`config.mk`:
```
export PLATFORM = sky130hd
export DESIGN_NAME = wash_sequencer
export DESIGN_NICKNAME = d
export VERILOG_FILES = /design/src/rtl/washer_pkg.sv /design/src/rtl/phase_timer.sv /design/src/rtl/wash_sequencer.sv
export SDC_FILE = /design/constraint.sdc
export NUM_CORES = 1
export LEC_CHECK = 0
export CORE_ASPECT_RATIO = 1.25
export CORE_UTILIZATION = 25
export CTS_BUF_LIST = sky130_fd_sc_hd__clkbuf_16
export DETAILED_ROUTE_END_ITERATION = 10
export SLEW_MARGIN = 25
export SYNTH_ARGS = -nofsm -noshare
export SYNTH_HDL_FRONTEND = slang
export SYNTH_SLANG_ARGS = --single-unit
export TNS_END_PERCENT = 30
```
`constraint.sdc`:
```
create_clock -name clk -period 6 [get_ports clk]
set_clock_uncertainty 0.2 [all_clocks]
set_input_delay 0.6 -clock clk [delete_from_list [all_inputs] [get_ports clk]]
set_output_delay 0.6 -clock clk [all_outputs]
set_load 0.01 [all_outputs]
```
`src/rtl/washer_pkg.sv`:
```
// rtl/washer_pkg.sv - state encoding, mode bits, timing defaults and level clamp for the washer sequencer
package washer_pkg;

    typedef enum logic [3:0] {
        ST_IDLE    = 4'd0,
        ST_FILL_W  = 4'd1,
        ST_WASH    = 4'd2,
        ST_DRAIN_W = 4'd3,
        ST_FILL_R  = 4'd4,
        ST_RINSE   = 4'd5,
        ST_DRAIN_R = 4'd6,
        ST_SPIN    = 4'd7,
        ST_DONE    = 4'd8
    } state_t;

    localparam int MODE_WASH  = 0;
    localparam int MODE_RINSE = 1;
    localparam int MODE_SPIN  = 2;

    localparam int DEF_WASH_SEC   = 9;
    localparam int DEF_RINSE_SEC  = 6;
    localparam int DEF_DRAIN_SEC  = 2;
    localparam int DEF_SPIN_SEC   = 3;
    localparam int DEF_RINSE_REPS = 2;
    localparam int DEF_BUZZ_SEC   = 3;
    localparam int DEF_OFF_SEC    = 10;

    localparam logic [2:0] LVL_MIN = 3'd1;
    localparam logic [2:0] LVL_MAX = 3'd5;

    // Map the raw level selector onto the supported 1..5 range
    function automatic logic [2:0] clamp_level(input logic [2:0] raw);
        if (raw < LVL_MIN)
            return LVL_MIN;
        else if (raw > LVL_MAX)
            return LVL_MAX;
        else
            return raw;
    endfunction

endpackage

```
`src/rtl/phase_timer.sv`:
```
// rtl/phase_timer.sv - loadable 7-bit down-counter with enable and expiry flag
module phase_timer (
    input  logic       clk,
    input  logic       reset,
    input  logic       load,
    input  logic [6:0] load_val,
    input  logic       en,
    output logic [6:0] count,
    output logic       expire
);

    // Load has priority over counting; the count parks at zero once expired
    always_ff @(posedge clk or negedge reset) begin
        if (!reset)
            count <= 7'd0;
        else if (load)
            count <= load_val;
        else if (en && count != 7'd0)
            count <= count - 7'd1;
    end

    // The enabled tick that takes the count from 1 to 0
    assign expire = en && (count == 7'd1);

endmodule

```
`src/rtl/wash_sequencer.sv`:
```
// rtl/wash_sequencer.sv - washer program sequencer: phases, valves, lights, pause, lid interlock and finish handling
module wash_sequencer
    import washer_pkg::*;
#(
    parameter int WASH_SEC   = DEF_WASH_SEC,
    parameter int RINSE_SEC  = DEF_RINSE_SEC,
    parameter int DRAIN_SEC  = DEF_DRAIN_SEC,
    parameter int SPIN_SEC   = DEF_SPIN_SEC,
    parameter int RINSE_REPS = DEF_RINSE_REPS,
    parameter int BUZZ_SEC   = DEF_BUZZ_SEC,
    parameter int OFF_SEC    = DEF_OFF_SEC
) (
    input  logic       clk,
    input  logic       reset,
    input  logic       tick_1hz,
    input  logic       power_on,
    input  logic       start_pause,
    input  logic [2:0] mode,
    input  logic [2:0] water_level,
    input  logic       lid_closed,
    output logic [3:0] state,
    output logic       inwater,
    output logic       outwater,
    output logic       wash_on,
    output logic       rinse_on,
    output logic       spin_on,
    output logic       paused,
    output logic [6:0] remain_sec,
    output logic [6:0] total_sec,
    output logic       finish,
    output logic       buzzer,
    output logic       power_off_req
);

    state_t     state_q;
    state_t     nxt_state;
    logic [2:0] mode_q;
    logic [2:0] lvl_q;
    logic [2:0] lvl_in;
    logic [1:0] rinse_cnt;
    logic [1:0] nxt_rinse_cnt;
    logic       nxt_paused;
    logic       nxt_buzzer;
    logic       nxt_req;
    logic [6:0] nxt_remain;
    logic [6:0] nxt_total;
    logic [6:0] preview;
    logic       active;
    logic       tmr_load;
    logic [6:0] tmr_val;
    logic       tmr_en;
    logic [6:0] tmr_count;
    logic       tmr_expire;

    function automatic logic [6:0] calc_total(input logic [2:0] m, input logic [2:0] lvl);
        int t;
        t = 0;
        if (m[MODE_WASH])
            t = t + int'(lvl) + WASH_SEC + DRAIN_SEC;
        if (m[MODE_RINSE])
            t = t + RINSE_REPS * (int'(lvl) + RINSE_SEC + DRAIN_SEC);
        if (m[MODE_SPIN])
            t = t + SPIN_SEC;
        if (t > 127)
            t = 127;
        return t[6:0];
    endfunction

    // First enabled phase group; masking off finished groups reuses it for later hand-offs
    function automatic state_t first_phase(input logic [2:0] m);
        if (m[MODE_WASH])
            return ST_FILL_W;
        else if (m[MODE_RINSE])
            return ST_FILL_R;
        else if (m[MODE_SPIN])
            return ST_SPIN;
        else
            return ST_DONE;
    endfunction

    function automatic logic [6:0] phase_len(input state_t s, input logic [2:0] lvl);
        case (s)
            ST_FILL_W, ST_FILL_R:   return {4'd0, lvl};
            ST_WASH:                return 7'(WASH_SEC);
            ST_RINSE:               return 7'(RINSE_SEC);
            ST_DRAIN_W, ST_DRAIN_R: return 7'(DRAIN_SEC);
            ST_SPIN:                return 7'(SPIN_SEC);
            ST_DONE:                return 7'(OFF_SEC);
            default:                return 7'd0;
        endcase
    endfunction

    assign lvl_in  = clamp_level(water_level);
    assign preview = calc_total(mode, lvl_in);
    assign active  = (state_q != ST_IDLE) && (state_q != ST_DONE);
    // A key press in the same cycle as a tick swallows that tick
    assign tmr_en  = power_on && tick_1hz && !start_pause &&
                     ((active && !paused && lid_closed) || (state_q == ST_DONE));
    assign state   = state_q;

    phase_timer u_timer (
        .clk      (clk),
        .reset    (reset),
        .load     (tmr_load),
        .load_val (tmr_val),
        .en       (tmr_en),
        .count    (tmr_count),
        .expire   (tmr_expire)
    );

    // Next phase, pause flag, time displays and timer reload
    always_comb begin
        nxt_state     = state_q;
        nxt_paused    = paused;
        nxt_rinse_cnt = rinse_cnt;
        nxt_remain    = remain_sec;
        nxt_total     = total_sec;
        nxt_buzzer    = buzzer;
        nxt_req       = 1'b0;
        tmr_load      = 1'b0;
        tmr_val       = 7'd0;
        if (!power_on) begin
            nxt_state     = ST_IDLE;
            nxt_paused    = 1'b0;
            nxt_rinse_cnt = 2'd0;
            nxt_remain    = 7'd0;
            nxt_total     = 7'd0;
            nxt_buzzer    = 1'b0;
            tmr_load      = 1'b1;
        end else begin
            case (state_q)
                ST_IDLE: begin
                    nxt_remain = preview;
                    nxt_total  = preview;
                    if (start_pause && lid_closed && mode != 3'b000) begin
                        nxt_state     = first_phase(mode);
                        nxt_rinse_cnt = 2'd0;
                        tmr_load      = 1'b1;
                        tmr_val       = phase_len(first_phase(mode), lvl_in);
                    end
                end
                ST_DONE: begin
                    nxt_remain = 7'd0;
                    if (start_pause || power_off_req) begin
                        nxt_state  = ST_IDLE;
                        nxt_buzzer = 1'b0;
                        nxt_remain = preview;
                        nxt_total  = preview;
                        tmr_load   = 1'b1;
                    end else if (tmr_en) begin
                        nxt_buzzer = (int'(tmr_count) - 1) > (OFF_SEC - BUZZ_SEC);
                        nxt_req    = tmr_expire;
                    end
                end
                default: begin
                    if (!lid_closed)
                        nxt_paused = 1'b1;
                    else if (start_pause)
                        nxt_paused = !paused;
                    if (tmr_en && remain_sec != 7'd0)
                        nxt_remain = remain_sec - 7'd1;
                    if (tmr_expire) begin
                        case (state_q)
                            ST_FILL_W:  nxt_state = ST_WASH;
                            ST_WASH:    nxt_state = ST_DRAIN_W;
                            ST_DRAIN_W: nxt_state = first_phase(mode_q & 3'b110);
                            ST_FILL_R:  nxt_state = ST_RINSE;
                            ST_RINSE:   nxt_state = ST_DRAIN_R;
                            ST_DRAIN_R: begin
                                nxt_rinse_cnt = rinse_cnt + 2'd1;
                                nxt_state = (int'(rinse_cnt) + 1 < RINSE_REPS) ?
                                            ST_FILL_R : first_phase(mode_q & 3'b100);
                            end
                            default:    nxt_state = ST_DONE;
                        endcase
                        tmr_load = 1'b1;
                        tmr_val  = phase_len(nxt_state, lvl_q);
                        if (nxt_state == ST_DONE) begin
                            nxt_remain = 7'd0;
                            nxt_buzzer = (BUZZ_SEC > 0);
                        end
                    end
                end
            endcase
        end
    end

    // Phase register plus all registered lamp, valve and status outputs
    always_ff @(posedge clk or negedge reset) begin
        if (!reset) begin
            state_q       <= ST_IDLE;
            mode_q        <= 3'd0;
            lvl_q         <= 3'd0;
            rinse_cnt     <= 2'd0;
            paused        <= 1'b0;
            inwater       <= 1'b0;
            outwater      <= 1'b0;
            wash_on       <= 1'b0;
            rinse_on      <= 1'b0;
            spin_on       <= 1'b0;
            finish        <= 1'b0;
            buzzer        <= 1'b0;
            power_off_req <= 1'b0;
            remain_sec    <= 7'd0;
            total_sec     <= 7'd0;
        end else begin
            state_q   <= nxt_state;
            rinse_cnt <= nxt_rinse_cnt;
            paused    <= nxt_paused;
            if (state_q == ST_IDLE && nxt_state != ST_IDLE) begin
                mode_q <= mode;
                lvl_q  <= lvl_in;
            end
            inwater       <= (nxt_state inside {ST_FILL_W, ST_FILL_R}) && !nxt_paused;
            outwater      <= (nxt_state inside {ST_DRAIN_W, ST_DRAIN_R, ST_SPIN}) && !nxt_paused;
            wash_on       <= nxt_state inside {ST_FILL_W, ST_WASH, ST_DRAIN_W};
            rinse_on      <= nxt_state inside {ST_FILL_R, ST_RINSE, ST_DRAIN_R};
            spin_on       <= (nxt_state == ST_SPIN);
            finish        <= (nxt_state == ST_DONE);
            buzzer        <= nxt_buzzer;
            power_off_req <= nxt_req;
            remain_sec    <= nxt_remain;
            total_sec     <= nxt_total;
        end
    end

endmodule

```
Word-level counts from Yosys, hierarchy flattened:

Cells that the tools add are included.

* divide/modulo/power cells: 0
* bitwise logic cells: 0
* multipliers: 0
* $lt $le $gt $ge: 5
* multiplexer cells: 65
* eq/ne operators: 43
* add/subtract/negate cells: 11
* reductions and logical operators: 38
* shift operators: 0

Operators by type and width (count)
* $mux 7: 11
* $mux 4: 18
* $pmux 4 s6: 3
* $mux 32: 2
* $eq 4x3->1 const B: 15
* $add 32x3->32 const B: 1
* $add 32x7->32: 1
* $eq 4x2->1 const B: 8
* $gt 32x8->1 const B: 1
* $pmux 7 s2: 2
* $mux 1: 17
* $eq 4x1->1 const B: 4
* $eq 4x4->1 const B: 4
* $pmux 4 s2: 2
* $ne 3x1->1 const B: 5
* $logic_and 1x1->1: 14
* $reduce_bool 7->1: 2
* $sub 7x1->7 const B: 2
* $reduce_bool 3->1: 4
* $reduce_or 2->1: 5
* $gt 8x4->1 const B: 1
* $mux 2: 4
* $reduce_and 4->1: 2
* $reduce_bool 4->1: 2
* other kinds (25): 32

* memory bits (writable): 0
* input bits: 12
* memories: 0
* bits in registers: 42
* memory bits (read-only): 0
* latch bits: 0

Depth between registers and ports, before layout:

Gate-level depths: netlist of the first run.

* word-level depth: 17
* gate-level depth with buffers: 15

Modules after synthesis:

Synthesis of the first run repeated with hierarchy kept, for this count alone.

* cell total of the unflattened synthesis: 344
* area total of the unflattened synthesis: 3007.9 um2

By module, submodules not included
* wash_sequencer: area each 2483.6 um2, times used 1, cells each 291
* phase_timer: area each 524.3 um2, times used 1, cells each 53

Worst setup path after synthesis of the first run:

Ideal clock, no wire load.

* kind: in2reg
* start point: input port water_level[2]
* end point: register remain_sec[6]
* stages on the path: 15
* path buffers: 0
* slack: 2.702 ns
* required time: 5.706 ns
* arrival time: 3.004 ns
* path through: nand2b_1 a21oi_1 ha_1 inv_1 ha_1 nand2_1 inv_1 ha_1 a21oi_1 o21ai_0 xor2_1 nand2_1 nor4_1 a21oi_1 a211oi_1

* word-level cells in the longest chain between the ends: 15

Ends and longest elaborated chain
* start: declaration: line wash_sequencer.sv:19 `input logic [2:0] water_level,`
* $gt 3x3->1: line washer_pkg.sv:35 `else if (raw > LVL_MAX)`
* $mux 3: line washer_pkg.sv:35
* $mux 3 *: line washer_pkg.sv:33 `if (raw < LVL_MIN)`
* $add 3x4->5: line wash_sequencer.sv:59 `t = t + int'(lvl) + WASH_SEC + DRAIN_SEC;`
* $add 5x2->6: line wash_sequencer.sv:59
* $mux 6: line wash_sequencer.sv:58 `if (m[MODE_WASH])`
* $add 32x7->32: line wash_sequencer.sv:61 `t = t + RINSE_REPS * (int'(lvl) + RINSE_SEC + DRAIN_SEC);`
* $mux 32 *: line wash_sequencer.sv:60 `if (m[MODE_RINSE])`
* $add 32x3->32: line wash_sequencer.sv:63 `t = t + SPIN_SEC;`
* $mux 32 *: line wash_sequencer.sv:62 `if (m[MODE_SPIN])`
* $gt 32x8->1: line wash_sequencer.sv:64 `if (t > 127)`
* $mux 7 *: line wash_sequencer.sv:64
* $mux 7: line wash_sequencer.sv:144 `if (start_pause || power_off_req) begin`
* $pmux 7 s2 *: line wash_sequencer.sv:131 `case (state_q)`
* $mux 7 *: line wash_sequencer.sv:122 `if (!power_on) begin`
* via nxt_remain[6]: line wash_sequencer.sv:45 `logic [6:0] nxt_remain;`
* end signal: assignment: line wash_sequencer.sv:222 `remain_sec <= nxt_remain;`
* end: declaration: line wash_sequencer.sv:28 `output logic [6:0] remain_sec,`

The timed path passes the listed nets; every way through them passes the cells marked *.
A chain may end at the register's enable or synchronous reset.

Worst setup path in the final report of the first run:

Ends and elaborated chain as after synthesis.

==> flow_metrics.py, run 1 <==
metrics = {
    "run_status": {
        "status": "complete, no violations",
    },
    "floorplan": {
        "die_area_um2": 11800,
        "initial_core_util_pct": 25.7,
        "die-width_um": 97.4,
        "core_um2": 11100,
        "die_h_um": 121,
        "boundaryPins": 39,
        "placementRows": 43,
    },
    "clock_tree": {
        "cts_inserted_buffers": 5,
        "cts_setup_buffers": 0,
        "htreeDepth": 2,
        "cts_sinks": 41,
        "ctsResizeCount": 0,
        "cts-root-buf": "clkbuf_16",
        "clockBufferDepth": 2,
        "path_clk_slew_ns": 0.06,
        "cts_tree": "done",
        "ctsHoldBuffers": 0,
        "clock_latency_ns": 0.29,
    },
    "sta": {
        "worst_pin_slew_ns": 0.966,
        "max_slew_margin_pct": 35.1,
        "slew_violations": 0,
        "fin_crit_ns": 3.83,
        "setup_slack_ns": 2.17,
        "grt_setup_unrepaired": "false",
        "fmax_ghz": 0.261,
        "setup_viol": 0,
        "fin_crit_sh_pct": 63.8,
        "tns_ns": 0,
        "hold_violations": 0,
    },
    "pwr": {
        "ir_worst_vdd_uv": 112,
        "total_power_mw": 1.37,
        "p_per_area_nw_per_um2": 389,
        "leakage_nw": 1.44,
    },
    "layout": {
        "nFillCells": 1125,
        "drive_gt1_share_pct": 7.99,
        "final_util_pct": 31.8,
        "fin_nets": 387,
        "syn2layout_area_growth_pct": 24.0,
        "n_antenna_cell": 0,
        "fin_cells": 498,
    },
    "synthesis": {
        "syn_area_um2": 2850,
        "ys.flop_type": "dfrtp_1",
        "synth_edf_count": 0,
        "synth-async-reset-ratio_pct": 100,
        "syn_nets": 355,
        "synth.distinct_cells": 57,
        "synth-seq-cells": 41,
        "ys_warn_count": 0,
        "synth-seq-area-share_pct": 36.1,
        "synth.avg_cell_area_um2": 8.62,
        "syn_inst": 330,
    },
    "worst_setup_path": {
        "rr_startpoint": "state[0]",
        "cp-endpoint": "remain_sec[6]",
        "worstRegToRegCells": 7,
        "crit_start": "water_level[2]",
        "critPathLaunchType": "primary input",
        "critPathArrivalTime_ns": 3.83,
        "cp_max_fo": 7,
        "reg2reg_to": "mode_q[2]",
        "cpMostUsedCell": "nand2_1",
        "critPathKind": "primary input to flop",
        "path_cells": "clkdlybuf4s50_1 -> nand2b_1 -> a21oi_1 -> ha_1 -> nor2b_1 -> ha_1 -> inv_1 -> fa_1 -> xnor2_1 -> nand2_1 -> nand2_1 -> nand2_1 -> nor4_1 -> a21oi_1 -> a211oi_1",
        "slowest_delay_ns": 0.52,
        "r2r_slack_ns": 2.58,
        "critPathSlowestCell": "clkdlybuf4s50_1",
        "cp-end-kind": "flop",
        "cp_data_required_time_ns": 6.00,
    },
    "global_route": {
        "grt_pass1_vias": 2547,
        "globalRouteTotalUtil_pct": 12.9,
        "grt_max_degree": 42,
        "antenna_found_initial": 0,
        "grt_pass1_wl_um": 12300,
        "gr-total-overflow": 0,
    },
    "detailed_routing": {
        "vias_per_cell": 5.02,
        "drc": 0,
        "first_pass_iters": 4,
        "drt_iter0_markers": 166,
        "routed-via-count": 2501,
        "finalWirelength_um": 7180,
        "drtAntennaViolNets": 0,
        "wire_per_inst_um": 14.4,
    },
    "place": {
        "io_buffers": 38,
        "dp.cells": 490,
        "dp_slack_ns": 1.88,
        "routabilityCongestion": 0.867,
        "place_hpwl_um": 5410,
    },
    "min_path": {
        "hold_path_class": "primary input to async pin",
    },
    "job": {
        "drv_cap": 0,
    },
}
placed cells by master (no fill, tap or decap), types with 10 or more instances in the layout:
| cell type | netlist | layout |
|---|---|---|
| a21oi_1 | 16 | 16 |
| dfrtp_1 | 41 | 41 |
| ha_1 | 12 | 12 |
| o21ai_0 | 23 | 23 |
| clkdlybuf4s50_1 | 0 | 37 |
| xnor2_1 | 10 | 10 |
| nor2_1 | 30 | 30 |
| inv_1 | 21 | 21 |
| nand2_1 | 37 | 37 |
| nor3_1 | 10 | 10 |
state kept, by name, summed over array words and instances, names as in the netlist:
signal / count
buzzer: 1
wash_on: 1
power_off_req: 1
total_sec: 7
finish: 1
remain_sec: 7
rinse_on: 1
lvl_q: 3
rinse_cnt: 2
paused: 1
outwater: 1
spin_on: 1
state: 4
mode_q: 2
u_timer.count: 7
inwater: 1
cell type report:
class                           instances  area [um2]  area share (%)
Clock inverter                          3        65.1            1.84
Tap cell                              135         169            4.79
Inverter                               21        78.8            2.23
Multi-Input combinational cell        254        1680            47.6
Sequential cell                        41        1030            29.1
Clock buffer                            5         125            3.55
Timing Repair Buffer                   39         385            10.9
cells in the mapped netlist (3+ instances only):
cell / count / share of area, %
a211oi_1: 5 / 1.3
a21boi_0: 6 / 1.6
a21oi_1: 16 / 2.8
and2_1: 7 / 1.5
and3b_1: 4 / 1.2
clkbuf_1: 12 / 1.6
dfrtp_1: 41 / 36
ha_1: 12 / 5.3
inv_1: 21 / 2.8
mux2_2: 5 / 2.0
nand2_1: 37 / 4.9
nand2b_1: 6 / 1.3
nand3_1: 8 / 1.4
nand3b_1: 5 / 1.3
nor2_1: 30 / 4.0
nor2b_1: 8 / 1.8
nor3_1: 10 / 1.8
nor4_1: 5 / 1.1
o211ai_1: 3 / 0.79
o21ai_0: 23 / 4.0
or2_2: 3 / 0.66
xnor2_1: 10 / 3.1
xor2_1: 7 / 2.2
power breakdown:
| part | internal [mW] | total [mW] | switching [mW] |
|---|---|---|---|
| Clock | 0.238 | 0.348 | 0.110 |
| Sequential | 0.344 | 0.439 | 0.0944 |
| Combinational | 0.271 | 0.587 | 0.316 |
stage by stage:
| step | area [um2] | hold slack, ns |
|---|---|---|
| 2_1_floorplan | 2850 | 0.104 |
| 3_3_place_gp | 3340 | 0.303 |
| 3_5_place_dp | 3340 | 0.302 |
| 4_1_cts | 3530 | 0.293 |
| 5_1_grt | 3530 | 0.140 |
| 6_report | 3530 | 0.0859 |
cells by family (layout without fill, tap and decap cells):
kind of cell    Yosys count  after routing  synth area share, %
flops                    41             41                 36.1
mux                       7              7                 2.68
simple gates            138            138                 25.4
buf+inv                  35             68                 4.93
compound gates           79             79                 19.7
fa+ha+maj                13             13                 5.98
xor+xnor                 17             17                 5.23
critical path, delay by kind of cell:
kind	cells	cell delay, ns
buffers and inverters	2	0.58
AND/OR/NAND/NOR	6	1.09
AO/OA/AOI/OAI	3	0.54
XOR/XNOR	1	0.18
adder cells (fa/ha/maj)	3	0.84
layer usage:
metal | wire length (um) | vias up | GRT usage [%]
li1 | - | 1228 | -
met3 | 200 | 15 | 1.96
met5 | 0 | - | 0
met1 | 3190 | 1201 | 15.3
met2 | 3580 | 57 | 22.6
met4 | 211 | 0 | 6.43
worst min-delay path by stage:
| stage | from | end | depth (start not counted) |
|---|---|---|---|
| global placement | lvl_q[0] | lvl_q[0] | 1 |
| floorplan | reset | buzzer | 0 |
| detailed placement | lvl_q[2] | lvl_q[2] | 1 |
| finish | reset | wash_on | 1 |
| CTS | reset | wash_on | 1 |
| global route | reset | wash_on | 1 |
(Power assumes the default switching activity.)
==> inputs of run 2 (changes only) <==
clock period = 3.12 ns   (was 6 ns; I/O delays follow)
==> flow_metrics.py, run 2 (same netlist as run 1, synthesis figures left out) <==
metrics = {
    "layout": {
        "mostFrequentLayoutCells": "dfrtp_1 (41), buf_4 (41), nand2_1 (36)",
        "seq_area_um2": 1030,
        "fin_nets": 427,
        "multi_input_area_um2": 1730,
        "drive_gt1_share_pct": 19.6,
        "nFillCells": 1134,
        "reg_top3": "remain_sec (7), total_sec (7), u_timer.count (7)",
        "n_antenna_cell": 0,
        "syn2layout_area_growth_pct": 35.7,
    },
    "sta": {
        "slew_violations": 0,
        "max_slew_margin_pct": 55.1,
        "hold_slack_ns": 0.287,
        "grt_setup_unrepaired": "false",
        "tns_ns": 0,
        "hold_violations": 0,
        "fin_crit_sh_pct": 93.6,
        "setup_viol": 0,
        "fin_crit_ns": 2.92,
        "worst_pin_slew_ns": 0.672,
        "fmax_ghz": 0.343,
    },
    "clock_tree": {
        "cts_inserted_buffers": 5,
        "path_clk_slew_ns": 0.06,
        "clock_latency_ns": 0.29,
        "htreeDepth": 2,
        "cts_tree": "done",
        "cts-root-buf": "clkbuf_16",
        "cts_sinks": 41,
        "cts_setup_buffers": 0,
        "clockBufferDepth": 2,
    },
    "global_route": {
        "globalRouteTotalUtil_pct": 13.4,
        "gr-total-overflow": 0,
        "antenna_found_initial": 0,
        "grt_max_degree": 42,
        "grt_pass1_vias": 2582,
        "grt_pass1_wl_um": 12700,
    },
    "pwr": {
        "leakage_nw": 1.65,
        "ir_worst_vdd_uv": 210,
        "total_power_mw": 2.74,
        "p_per_area_nw_per_um2": 710,
    },
    "worst_setup_path": {
        "r2r_slack_ns": 0.25,
        "critPathLaunchType": "primary input",
        "critPathKind": "primary input to flop",
        "cp_data_required_time_ns": 3.13,
        "cp-end-kind": "flop",
        "cp_max_fo": 2,
        "critPathArrivalTime_ns": 2.93,
    },
    "place": {
        "routabilityCongestion": 0.863,
        "io_buffers": 38,
        "place_hpwl_um": 5890,
    },
    "job": {
        "drv_cap": 0,
    },
    "floorplan": {
        "placementRows": 43,
        "boundaryPins": 39,
        "core_um2": 11100,
        "die-width_um": 97.4,
        "die_h_um": 121,
        "initial_core_util_pct": 25.7,
        "die_area_um2": 11800,
    },
    "detailed_routing": {
        "finalWirelength_um": 7660,
        "first_pass_iters": 4,
        "drc": 0,
        "drt_iter0_markers": 126,
        "vias_per_cell": 4.93,
        "routed-via-count": 2655,
        "wire_per_inst_um": 14.2,
        "drtAntennaViolNets": 0,
    },
    "min_path": {
        "hold_path_class": "primary input to flop",
    },
    "run_status": {
        "status": "complete, no violations",
    },
}
run 2: timing repair:
item                                   4_1_cts  5_1_grt
gates resized for setup                      9       13
pin swaps                                    2        6
setup endpoints to repair                    6       10
hold buffers                                 0        1
endpoints found under the hold margin        0       41
run 2: path summary, 6_finish.rpt:
check / start / endpoint / cells past startpoint
max: water_level[0] / total_sec[3] / 14
min: water_level[2] / lvl_q[2] / 3
max reg2reg: state[1] / mode_q[2] / 8
min reg2reg: lvl_q[2] / lvl_q[2] / 1
max in group asynchronous: reset / remain_sec[4] / 2
min in group asynchronous: reset / state[0] / 2
run 2: metrics by stage:
| stage | setup WS, ns | instance area, um2 | cells | utilization [%] |
|---|---|---|---|---|
| floorplan | 0.110 | 2850 | 330 | - |
| global placement | -0.358 | 3630 | 529 | 32.7 |
| detailed placement | -0.458 | 3630 | 529 | 32.7 |
| CTS | -0.0212 | 3820 | 537 | 34.4 |
| global route | 0.0634 | 3860 | 538 | 34.8 |
| finish | 0.201 | 3860 | 538 | 34.8 |
run 2: final cells by class:
type,count,area share [%]
Clock buffer,5,3.24
Clock inverter,3,0.972
Inverter,21,2.04
Multi-Input combinational cell,254,44.8
Sequential cell,41,26.6
Tap cell,135,4.38
Timing Repair Buffer,79,18.0
run 2: metal layers:
metal	GRT usage, %	routed length, um
met5	0	0
met4	6.07	174
met3	2.02	214
met2	23.7	4010
met1	15.9	3260
run 2: report_power, final:
group	internal (mW)	total, mW	switching [mW]
clock	0.371	0.572	0.201
combinational	0.676	1.38	0.702
sequential	0.664	0.790	0.126
run 2: worst max-delay path: stages:
cell and delay [ns]:
clkdlybuf4s50_1 0.49, a21oi_2 0.05, ha_1 0.30, nor2b_2 0.14, ha_2 0.19, inv_1 0.05, fa_2 0.53, nor2b_2 0.05
or2_2 0.32, nand2_2 0.09, a21oi_2 0.04, xor2_1 0.13, nand2_1 0.10, a21boi_1 0.15
==> inputs of run 3 (changes only) <==
CTS_CLUSTER_DIAMETER = 200   (was unset)
DONT_BUFFER_PORTS = 1   (was unset)
==> flow_metrics.py, run 3 (same netlist as run 1, synthesis figures left out) <==
metrics = {
    "layout": {
        "final_common_cell": "dfrtp_1",
        "final_area_um2": 3350,
        "syn2layout_area_growth_pct": 17.7,
        "n_antenna_cell": 0,
        "mostFrequentLayoutCells": "dfrtp_1 (41), nand2_1 (37), nor2_1 (30)",
        "reg_top3": "remain_sec (7), total_sec (7), u_timer.count (7)",
        "drive_gt1_share_pct": 14.7,
        "fin_nets": 377,
    },
    "pwr": {
        "p_int_mw": 1.44,
        "combPwrFrac_pct": 44.4,
        "p_per_area_nw_per_um2": 735,
        "ir_worst_vdd_uv": 198,
        "total_power_mw": 2.46,
        "swShare_pct": 41.4,
        "pwr-share-seq_pct": 34.5,
        "p_clk_share_pct": 21.1,
        "netSwitchingPower_mw": 1.02,
        "leakage_nw": 1.41,
    },
    "detailed_routing": {
        "drt_iter0_markers": 192,
        "drc": 0,
        "first_pass_iters": 4,
        "vias_per_cell": 5.09,
        "finalWirelength_um": 7740,
        "wire_per_inst_um": 15.9,
        "routed-via-count": 2482,
        "drtAntennaViolNets": 0,
    },
    "clock_tree": {
        "clockBufferDepth": 2,
        "cts_sinks": 41,
        "path_clk_slew_ns": 0.06,
        "cts_tree": "done",
        "htreeDepth": 2,
        "cts_setup_buffers": 0,
        "cts_inserted_buffers": 5,
        "cts-root-buf": "clkbuf_16",
        "clock_latency_ns": 0.29,
    },
    "place": {
        "routabilityCongestion": 0.865,
        "place_hpwl_um": 5850,
        "io_buffers": 0,
        "dpl_cell_area_um2": 3130,
    },
    "global_route": {
        "antenna_found_initial": 0,
        "grt_pass1_wl_um": 12900,
        "grt_pass1_vias": 2560,
        "globalRouteTotalUtil_pct": 13.8,
        "gr-total-overflow": 0,
        "grt_max_degree": 42,
    },
    "min_path": {
        "hold_path_class": "primary input to flop",
        "worstHoldStart": "power_on",
    },
    "job": {
        "drv_cap": 0,
    },
    "worst_setup_path": {
        "critPathKind": "flop to flop",
        "critPathArrivalTime_ns": 2.92,
        "cp_data_required_time_ns": 3.09,
        "cp-end-kind": "flop",
        "rr_startpoint": "state[2]",
        "cp_max_fo": 7,
        "critPathLaunchType": "flop",
        "crit_start": "state[2]",
    },
    "sta": {
        "tns_ns": 0,
        "setup_viol": 0,
        "fmax_ghz": 0.340,
        "fin_crit_sh_pct": 94.3,
        "worst_pin_slew_ns": 0.688,
        "grt_setup_unrepaired": "false",
        "slew_violations": 0,
        "hold_violations": 0,
        "max_slew_margin_pct": 54.1,
        "fin_crit_ns": 2.94,
    },
    "floorplan": {
        "die-width_um": 97.4,
        "die_h_um": 121,
        "boundaryPins": 39,
        "placementRows": 43,
        "die_area_um2": 11800,
        "initial_core_util_pct": 25.7,
        "core_um2": 11100,
    },
    "run_status": {
        "status": "complete, no violations",
    },
}
## run 3: power groups by stage
| stage | combinational (mW) | sequential [mW] | clock, mW |
|---|---|---|---|
| 2_1_floorplan | 0.755 | 0.814 | 0 |
| 3_3_place_gp | 1.05 | 0.859 | 0 |
| 3_5_place_dp | 1.07 | 0.863 | 0 |
| 4_1_cts | 1.10 | 0.853 | 0.534 |
| 5_1_grt | 1.21 | 0.874 | 0.546 |
| 6_report | 1.09 | 0.850 | 0.519 |
## run 3: per-layer routing
metal / up-vias / routed length (um) / part of all wire, % / GRT usage [%]
li1: 1210 / - / - / -
met1: 1215 / 3160 / 41 / 15.5
met2: 46 / 4040 / 52 / 25.0
met3: 11 / 342 / 4.4 / 2.71
met4: 0 / 191 / 2.5 / 6.62
met5: - / 0 / 0 / 0
## run 3: repair_timing
action | CTS | global route
setup endpoints to repair | 0 | 1
hold buffers | 6 | 0
hold endpoints to repair | 60 | 0
gates resized for setup | 0 | 1
## run 3: final cells by class
class / count / area [um2]
clock buffers: 5 / 125
clock inverters: 3 / 22.5
fillers: 1162 / 7730
inverters: 21 / 78.8
multi-input cells: 254 / 1690
flip-flops and latches: 41 / 1030
well taps: 135 / 169
repair buffers: 29 / 243
## run 3: metrics by stage
stage	utilization, %	hold slack, ns	setup slack, ns	instances
final	30.2	0.0130	0.179	488
after global routing	30.2	0.0196	0.0626	488
after CTS	30.2	0.000885	0.159	488
after global placement	28.2	-0.182	0.132	474
after detailed placement	28.2	-0.182	0.0175	474
after floorplan	-	-0.184	0.110	330
## run 3: path summary, 6_finish.rpt
path / end / slack, ns / cells past startpoint
worst max-delay path: lvl_q[0] / 0.18 / 7
max in group asynchronous: remain_sec[0] / 2.22 / 2
worst max register to register: lvl_q[0] / 0.18 / 7
worst min-delay path: remain_sec[5] / 0.01 / 2
worst min register to register: lvl_q[0] / 0.32 / 1
min in group asynchronous: mode_q[1] / 0.28 / 2
## run 3: worst max-delay path, stage by stage (launching register included)
cell and delay (ns):
dfrtp_1 0.50, or4b_4 0.54, o31a_4 0.16, nor2_1 0.25, o311a_1 0.20, nand2_1 0.11, a311oi_4 0.47, mux2_2 0.39
